--- src/rtl/alu_serial_sequencer_if.sv ---
// Request/response bundle for the bit-serial ALU sequencer.
// master issues ops; slave is the sequencer.
interface alu_serial_sequencer_if #(
  parameter int WIDTH = 8
);
  logic             start;
  logic [3:0]       op;
  logic [WIDTH-1:0] opa;
  logic [WIDTH-1:0] opb;
  logic             ready;
  logic             done;
  logic             error;
  logic [WIDTH-1:0] result;
  logic             carry_out;
  logic             overflow;
  logic             zero;

  modport master (
    output start, op, opa, opb,
    input  ready, done, error, result,
    input  carry_out, overflow, zero
  );

  modport slave (
    input  start, op, opa, opb,
    output ready, done, error, result,
    output carry_out, overflow, zero
  );
endinterface

--- src/rtl/alu_serial_sequencer.sv ---
// Drives an external 1-bit ALU slice LSB-first over WIDTH cycles,
// closing the carry loop through a register and assembling the word.
module alu_serial_sequencer #(
  parameter int WIDTH = 8
) (
  input  logic                 clk,
  input  logic                 rst_n,
  alu_serial_sequencer_if.slave bus,
  output logic                 alu_a,
  output logic                 alu_b,
  output logic                 alu_carry_in,
  output logic [3:0]           alu_op,
  input  logic                 alu_result,
  input  logic                 alu_carry_out
);

  localparam int CW = (WIDTH > 2) ? $clog2(WIDTH) : 1;

  localparam logic [1:0] S_IDLE = 2'd0;
  localparam logic [1:0] S_RUN  = 2'd1;
  localparam logic [1:0] S_DONE = 2'd2;

  localparam logic [3:0] OP_AND = 4'b0000;
  localparam logic [3:0] OP_OR  = 4'b0001;
  localparam logic [3:0] OP_ADD = 4'b0010;
  localparam logic [3:0] OP_SUB = 4'b0110;
  localparam logic [3:0] OP_NOR = 4'b1100;

  logic [1:0]       state;
  logic [WIDTH-1:0] a_sh;
  logic [WIDTH-1:0] b_sh;
  logic [WIDTH-1:0] res_sh;
  logic [WIDTH-1:0] res_q;
  logic [3:0]       op_q;
  logic [CW-1:0]    cnt;
  logic             carry_q;
  logic             cy_q;
  logic             ov_q;
  logic             zr_q;
  logic             err_q;
  logic             op_ok;
  logic             arith;
  logic             last;
  logic [WIDTH-1:0] res_next;

  // Decode whether the requested op is one the slice supports
  always_comb begin
    op_ok = 1'b0;
    unique case (1'b1)
      (bus.op == OP_AND),
      (bus.op == OP_OR),
      (bus.op == OP_ADD),
      (bus.op == OP_SUB),
      (bus.op == OP_NOR): op_ok = 1'b1;
      default:            op_ok = 1'b0;
    endcase
  end

  assign arith    = (op_q == OP_ADD) || (op_q == OP_SUB);
  assign last     = (cnt == CW'(WIDTH - 1));
  assign res_next = {alu_result, res_sh[WIDTH-1:1]};

  // Slice drive: active only while running, idle-zero otherwise
  always_comb begin
    alu_a        = 1'b0;
    alu_b        = 1'b0;
    alu_carry_in = 1'b0;
    alu_op       = 4'b0000;
    if (state == S_RUN) begin
      alu_a        = a_sh[0];
      alu_b        = b_sh[0];
      alu_op       = op_q;
      alu_carry_in = (cnt == '0) ? op_q[2] : carry_q;
    end
  end

  // Sequencer FSM, datapath shift registers and result/flag capture
  always_ff @(posedge clk or negedge rst_n) begin
    if (!rst_n) begin
      state   <= S_IDLE;
      a_sh    <= '0;
      b_sh    <= '0;
      res_sh  <= '0;
      res_q   <= '0;
      op_q    <= '0;
      cnt     <= '0;
      carry_q <= 1'b0;
      cy_q    <= 1'b0;
      ov_q    <= 1'b0;
      zr_q    <= 1'b0;
      err_q   <= 1'b0;
    end else begin
      case (state)
        S_IDLE, S_DONE: begin
          err_q <= 1'b0;
          if (bus.start) begin
            if (op_ok) begin
              a_sh  <= bus.opa;
              b_sh  <= bus.opb;
              op_q  <= bus.op;
              cnt   <= '0;
              state <= S_RUN;
            end else begin
              res_q <= '0;
              cy_q  <= 1'b0;
              ov_q  <= 1'b0;
              zr_q  <= 1'b0;
              err_q <= 1'b1;
              state <= S_DONE;
            end
          end else begin
            state <= S_IDLE;
          end
        end
        S_RUN: begin
          a_sh    <= a_sh >> 1;
          b_sh    <= b_sh >> 1;
          res_sh  <= res_next;
          carry_q <= alu_carry_out;
          cnt     <= cnt + 1'b1;
          if (last) begin
            res_q <= res_next;
            zr_q  <= (res_next == '0);
            if (arith) begin
              cy_q <= alu_carry_out;
              ov_q <= alu_carry_out ^ alu_carry_in;
            end else begin
              cy_q <= 1'b0;
              ov_q <= 1'b0;
            end
            state <= S_DONE;
          end
        end
        default: state <= S_IDLE;
      endcase
    end
  end

  assign bus.ready     = (state != S_RUN);
  assign bus.done      = (state == S_DONE);
  assign bus.error     = err_q;
  assign bus.result    = res_q;
  assign bus.carry_out = cy_q;
  assign bus.overflow  = ov_q;
  assign bus.zero      = zr_q;

endmodule

--- src/flat_wrapper.sv ---
// flat-port wrapper written by rule: the top's interface ports become plain ports
module alu_serial_sequencer_flat 
#(
  parameter int WIDTH = 8
)
  (clk, rst_n, alu_a, alu_b, alu_carry_in, alu_op, alu_result, alu_carry_out, bus_start, bus_op, bus_opa, bus_opb, bus_ready, bus_done, bus_error, bus_result, bus_carry_out, bus_overflow, bus_zero);
  alu_serial_sequencer_if #(.WIDTH(WIDTH)) bus_i ();
  input  logic clk;
  input  logic rst_n;
  output logic alu_a;
  output logic alu_b;
  output logic alu_carry_in;
  output logic [3:0] alu_op;
  input  logic alu_result;
  input  logic alu_carry_out;
  input wire logic [$bits(bus_i.start)-1:0] bus_start;
  input wire logic [$bits(bus_i.op)-1:0] bus_op;
  input wire logic [$bits(bus_i.opa)-1:0] bus_opa;
  input wire logic [$bits(bus_i.opb)-1:0] bus_opb;
  output wire logic [$bits(bus_i.ready)-1:0] bus_ready;
  output wire logic [$bits(bus_i.done)-1:0] bus_done;
  output wire logic [$bits(bus_i.error)-1:0] bus_error;
  output wire logic [$bits(bus_i.result)-1:0] bus_result;
  output wire logic [$bits(bus_i.carry_out)-1:0] bus_carry_out;
  output wire logic [$bits(bus_i.overflow)-1:0] bus_overflow;
  output wire logic [$bits(bus_i.zero)-1:0] bus_zero;
  assign bus_i.start = bus_start;
  assign bus_i.op = bus_op;
  assign bus_i.opa = bus_opa;
  assign bus_i.opb = bus_opb;
  assign bus_ready = bus_i.ready;
  assign bus_done = bus_i.done;
  assign bus_error = bus_i.error;
  assign bus_result = bus_i.result;
  assign bus_carry_out = bus_i.carry_out;
  assign bus_overflow = bus_i.overflow;
  assign bus_zero = bus_i.zero;
  alu_serial_sequencer #(.WIDTH(WIDTH)) u_core (.clk(clk), .rst_n(rst_n), .bus(bus_i), .alu_a(alu_a), .alu_b(alu_b), .alu_carry_in(alu_carry_in), .alu_op(alu_op), .alu_result(alu_result), .alu_carry_out(alu_carry_out));
endmodule
--- config.mk ---
export PLATFORM = sky130hd
export DESIGN_NAME = alu_serial_sequencer_flat
export DESIGN_NICKNAME = d
export VERILOG_FILES = /design/src/rtl/alu_serial_sequencer_if.sv /design/src/rtl/alu_serial_sequencer.sv /design/src/flat_wrapper.sv
export SDC_FILE = /design/constraint.sdc
export NUM_CORES = 1
export LEC_CHECK = 0
export CORE_MARGIN = 2
export CORE_UTILIZATION = 40
export CTS_CLUSTER_DIAMETER = 50
export CTS_CLUSTER_SIZE = 14
export DETAILED_ROUTE_END_ITERATION = 8
export PLACE_DENSITY = 0.8
export SETUP_SLACK_MARGIN = 0.4
export SYNTH_ARGS = -nofsm -noshare
export SYNTH_HDL_FRONTEND = slang
export SYNTH_SLANG_ARGS = --single-unit
--- constraint.sdc ---
create_clock -name clk -period 1.4 [get_ports clk]
set_input_delay 0.35 -clock clk [delete_from_list [all_inputs] [get_ports clk]]
set_output_delay 0.35 -clock clk [all_outputs]
set_load 0.01 [all_outputs]
==> flow_summary.toml <==
[clock_tree]
ctsHoldBuffers = 0
cts-root-buf = "clkbuf_8"
cts_tree = "done"
ctsHtreeMaxLevel = 2
cts_made_buffers = 5
insertion_delay_ns = 0.31
cts.sinks = 45
clkTransAtPathRegs_ns = 0.08
cts_max_path_buffers = 2

[worst_setup_path]
cp_data_arrival_time_ns = 1.52
worstSetupPathType = "flip-flop to output port"
crit_path_end_kind = "output port"
r2r_cells = 8
r2r_start = "u_core.cnt[1]"
crit_path_start_kind = "flip-flop"
r2r-end = "u_core.bus.result[4]"
crit_fanout = 2
required_ns = 1.05
rrSetupSlack_ns = -0.36

[placement]
place_area_um2 = 2830
gp_congestion = 0.719
dp_hpwl_um = 2950
numPortBuffers = 45

[drt]
viasPerCell = 4.98
vias = 1864
wl_per_cell_um = 16.4
drt_iter0_drc = 101
dr.pass1.iters = 4
drt-total-wl_um = 6130
final_antenna_net_count = 0
drc_errors = 0

[synthesis]
ys_ff_latch = 45
yosys.area.top_type = "dfrtp_1"
synth_top_area_share_pct = 54.5
synth_edf_count = 0
synth_cell_types = 33
syn_area_per_cell_um2 = 10.7
synth_fp_nets = 222
async_flop_share_pct = 100
ys_warn_count = 0
synth_area_um2 = 2070
yosysMostFrequentCell = "dfrtp_1"
synth-main-ff-cell = "dfrtp_1"
synth_seq_area_share_pct = 54.5
synth_commonest_cells = "45 x dfrtp_1, 30 x nand2_1, 23 x mux2i_1, 18 x nor2_1, 14 x a21oi_1"
syn_inst = 194
synth.area.top_cells = "dfrtp_1 54%, mux2i_1 11%, nand2_1 5.4%"

[job]
maxCapViolCount = 0

[global_routing]
grt_start_max_net_pins = 46
grt.total_usage_pct = 19.9
antenna_found_initial = 0
grt_pass1_vias = 1786
grt_pass1_wl_um = 8450
overflow = 0

[min_path]
hold_class = "primary input to async pin"

[cells_and_area]
multi_input_area_um2 = 1190
ff_latch_area_um2 = 1130
nets = 331
synthToLayoutAreaGrowth_pct = 79.4
fin_area_um2 = 3710
n_fill_cell = 327
diodes = 0
post-route-util_pct = 73.5
layout-drive-gt1-share_pct = 55.6

[sta]
max_freq_ghz = 0.535
worstMarginPinSlew_ns = 0.272
slew_headroom_pct = 81.5
fin_crit_ns = 1.87
finalCritPeriodShare_pct = 133
rsz0062_at_grt = "yes"
slew_violations = 0
fin_tns_setup_ns = -10.53
setup_ws_ns = -0.468
clock_skew_ns = 0.00888
hold_viol_final = 0
finalSetupViolations = 51

[power_and_ir_drop]
power_density_nw_per_um2 = 2090
p_leak_uw = 0.00188
vdd_drop_max_v = 0.00117

[die]
dieArea_um2 = 5760
io_pins = 46
die_h_um = 75.9
fp-row-count = 26
die_x_um = 75.9
initial_core_util_pct = 41.0
core_um2 = 5040

[outcome]
violations = "setup timing"
status = "complete, but fails checks"
## logic make-up after synthesis
group / count (synthesis) / share of synthesized area (%)
mux: 28 / 13.9
buf+inv: 20 / 4.78
fa+ha+maj: 3 / 1.82
compound gates: 28 / 9.08
flops: 45 / 54.5
simple gates: 69 / 15.6
xor+xnor: 1 / 0.424
## critical path, stage by stage, from the launching register on
cell      delay, ns
dfrtp_1        0.37
inv_1          0.05
ha_2           0.16
nand2b_1       0.12
mux2i_2        0.32
nor2_4         0.05
buf_6          0.12
## cells in the final DEF, fill, tap and decap left out, types with 5 or more instances in the layout
cell type        Yosys  final
mux2i_1             23     22
mux2_4               0      5
clkdlybuf4s50_1      0     18
nor2_4               0     12
nand2_2              0      7
nand2_4              0      7
buf_4                1     30
nand2_1             30     16
inv_1               10      9
buf_12               0      5
buf_6                1     32
and2_4               0      6
clkbuf_8             0      7
a21oi_2              0     10
buf_2                1     15
dfrtp_1             45     45
## what timing repair did
item,CTS,global route
endpoints found under the setup margin,66,66
cloned,5,3
setup buffers,25,10
resized for setup,143,66
pin swaps,9,20
## power breakdown
part | switching, uW | internal (uW) | leakage (uW)
Sequential | 474 | 1840 | 0.000556
Combinational | 1980 | 2570 | 0.00127
Clock | 443 | 446 | 0.0000542
Total | 2890 | 4860 | 0.00188
## registers in the layout (all words and copies together), names as in the netlist
| name | flops |
|---|---|
| u_core.state | 2 |
| u_core.res_sh | 7 |
| u_core.carry_q | 1 |
| u_core.bus.result | 8 |
| u_core.a_sh | 8 |
| u_core.bus.carry_out | 1 |
| u_core.bus.zero | 1 |
| u_core.bus.error | 1 |
| u_core.op_q | 4 |
| u_core.b_sh | 8 |
| u_core.bus.overflow | 1 |
| u_core.cnt | 3 |
## final cells by class
type | instances | share of cell area [%]
multi-input combinational | 130 | 32.2
timing repair buffer | 110 | 30.9
sequential | 45 | 30.4
clock buffer | 7 | 2.60
tap | 70 | 2.36
inverter | 11 | 1.45
clock inverter | 1 | 0.135
## how the worst max path moves through the flow
| stage | cells past startpoint | startpoint | to | slack (ns) |
|---|---|---|---|---|
| 2_1_floorplan | 5 | u_core.cnt[0] | u_core.bus.zero | -0.04 |
| 3_3_place_gp | 6 | bus_op[3] | u_core.bus.result[3] | -0.52 |
| 3_5_place_dp | 6 | bus_op[3] | u_core.bus.result[3] | -0.57 |
| 4_1_cts | 6 | u_core.cnt[1] | alu_carry_in | -0.38 |
| 5_1_grt | 6 | u_core.cnt[0] | alu_carry_in | -0.51 |
| 6_report | 6 | u_core.cnt[0] | alu_carry_in | -0.47 |
## metrics by stage
| stage | power (uW) | hold slack (ns) | setup WS (ns) | cells |
|---|---|---|---|---|
| 6_report | 7750 | 0.00796 | -0.468 | 374 |
| 5_1_grt | 8160 | 0.0265 | -0.512 | 374 |
| 4_1_cts | 6530 | 0.0317 | -0.382 | 361 |
| 3_5_place_dp | 4820 | 0.356 | -0.574 | 323 |
| 3_3_place_gp | 4730 | 0.345 | -0.524 | 323 |
| 2_1_floorplan | 3820 | 0.0544 | -0.0367 | 194 |
## routing by layer
metal	routed length, um	GRT usage (%)	vias to the layer above
li1	-	-	877
met1	2380	24.8	922
met2	3360	34.6	55
met3	300	5.56	10
met4	87	3.90	0
met5	0	0	-
Note: power is estimated with default switching activity, not from simulation.
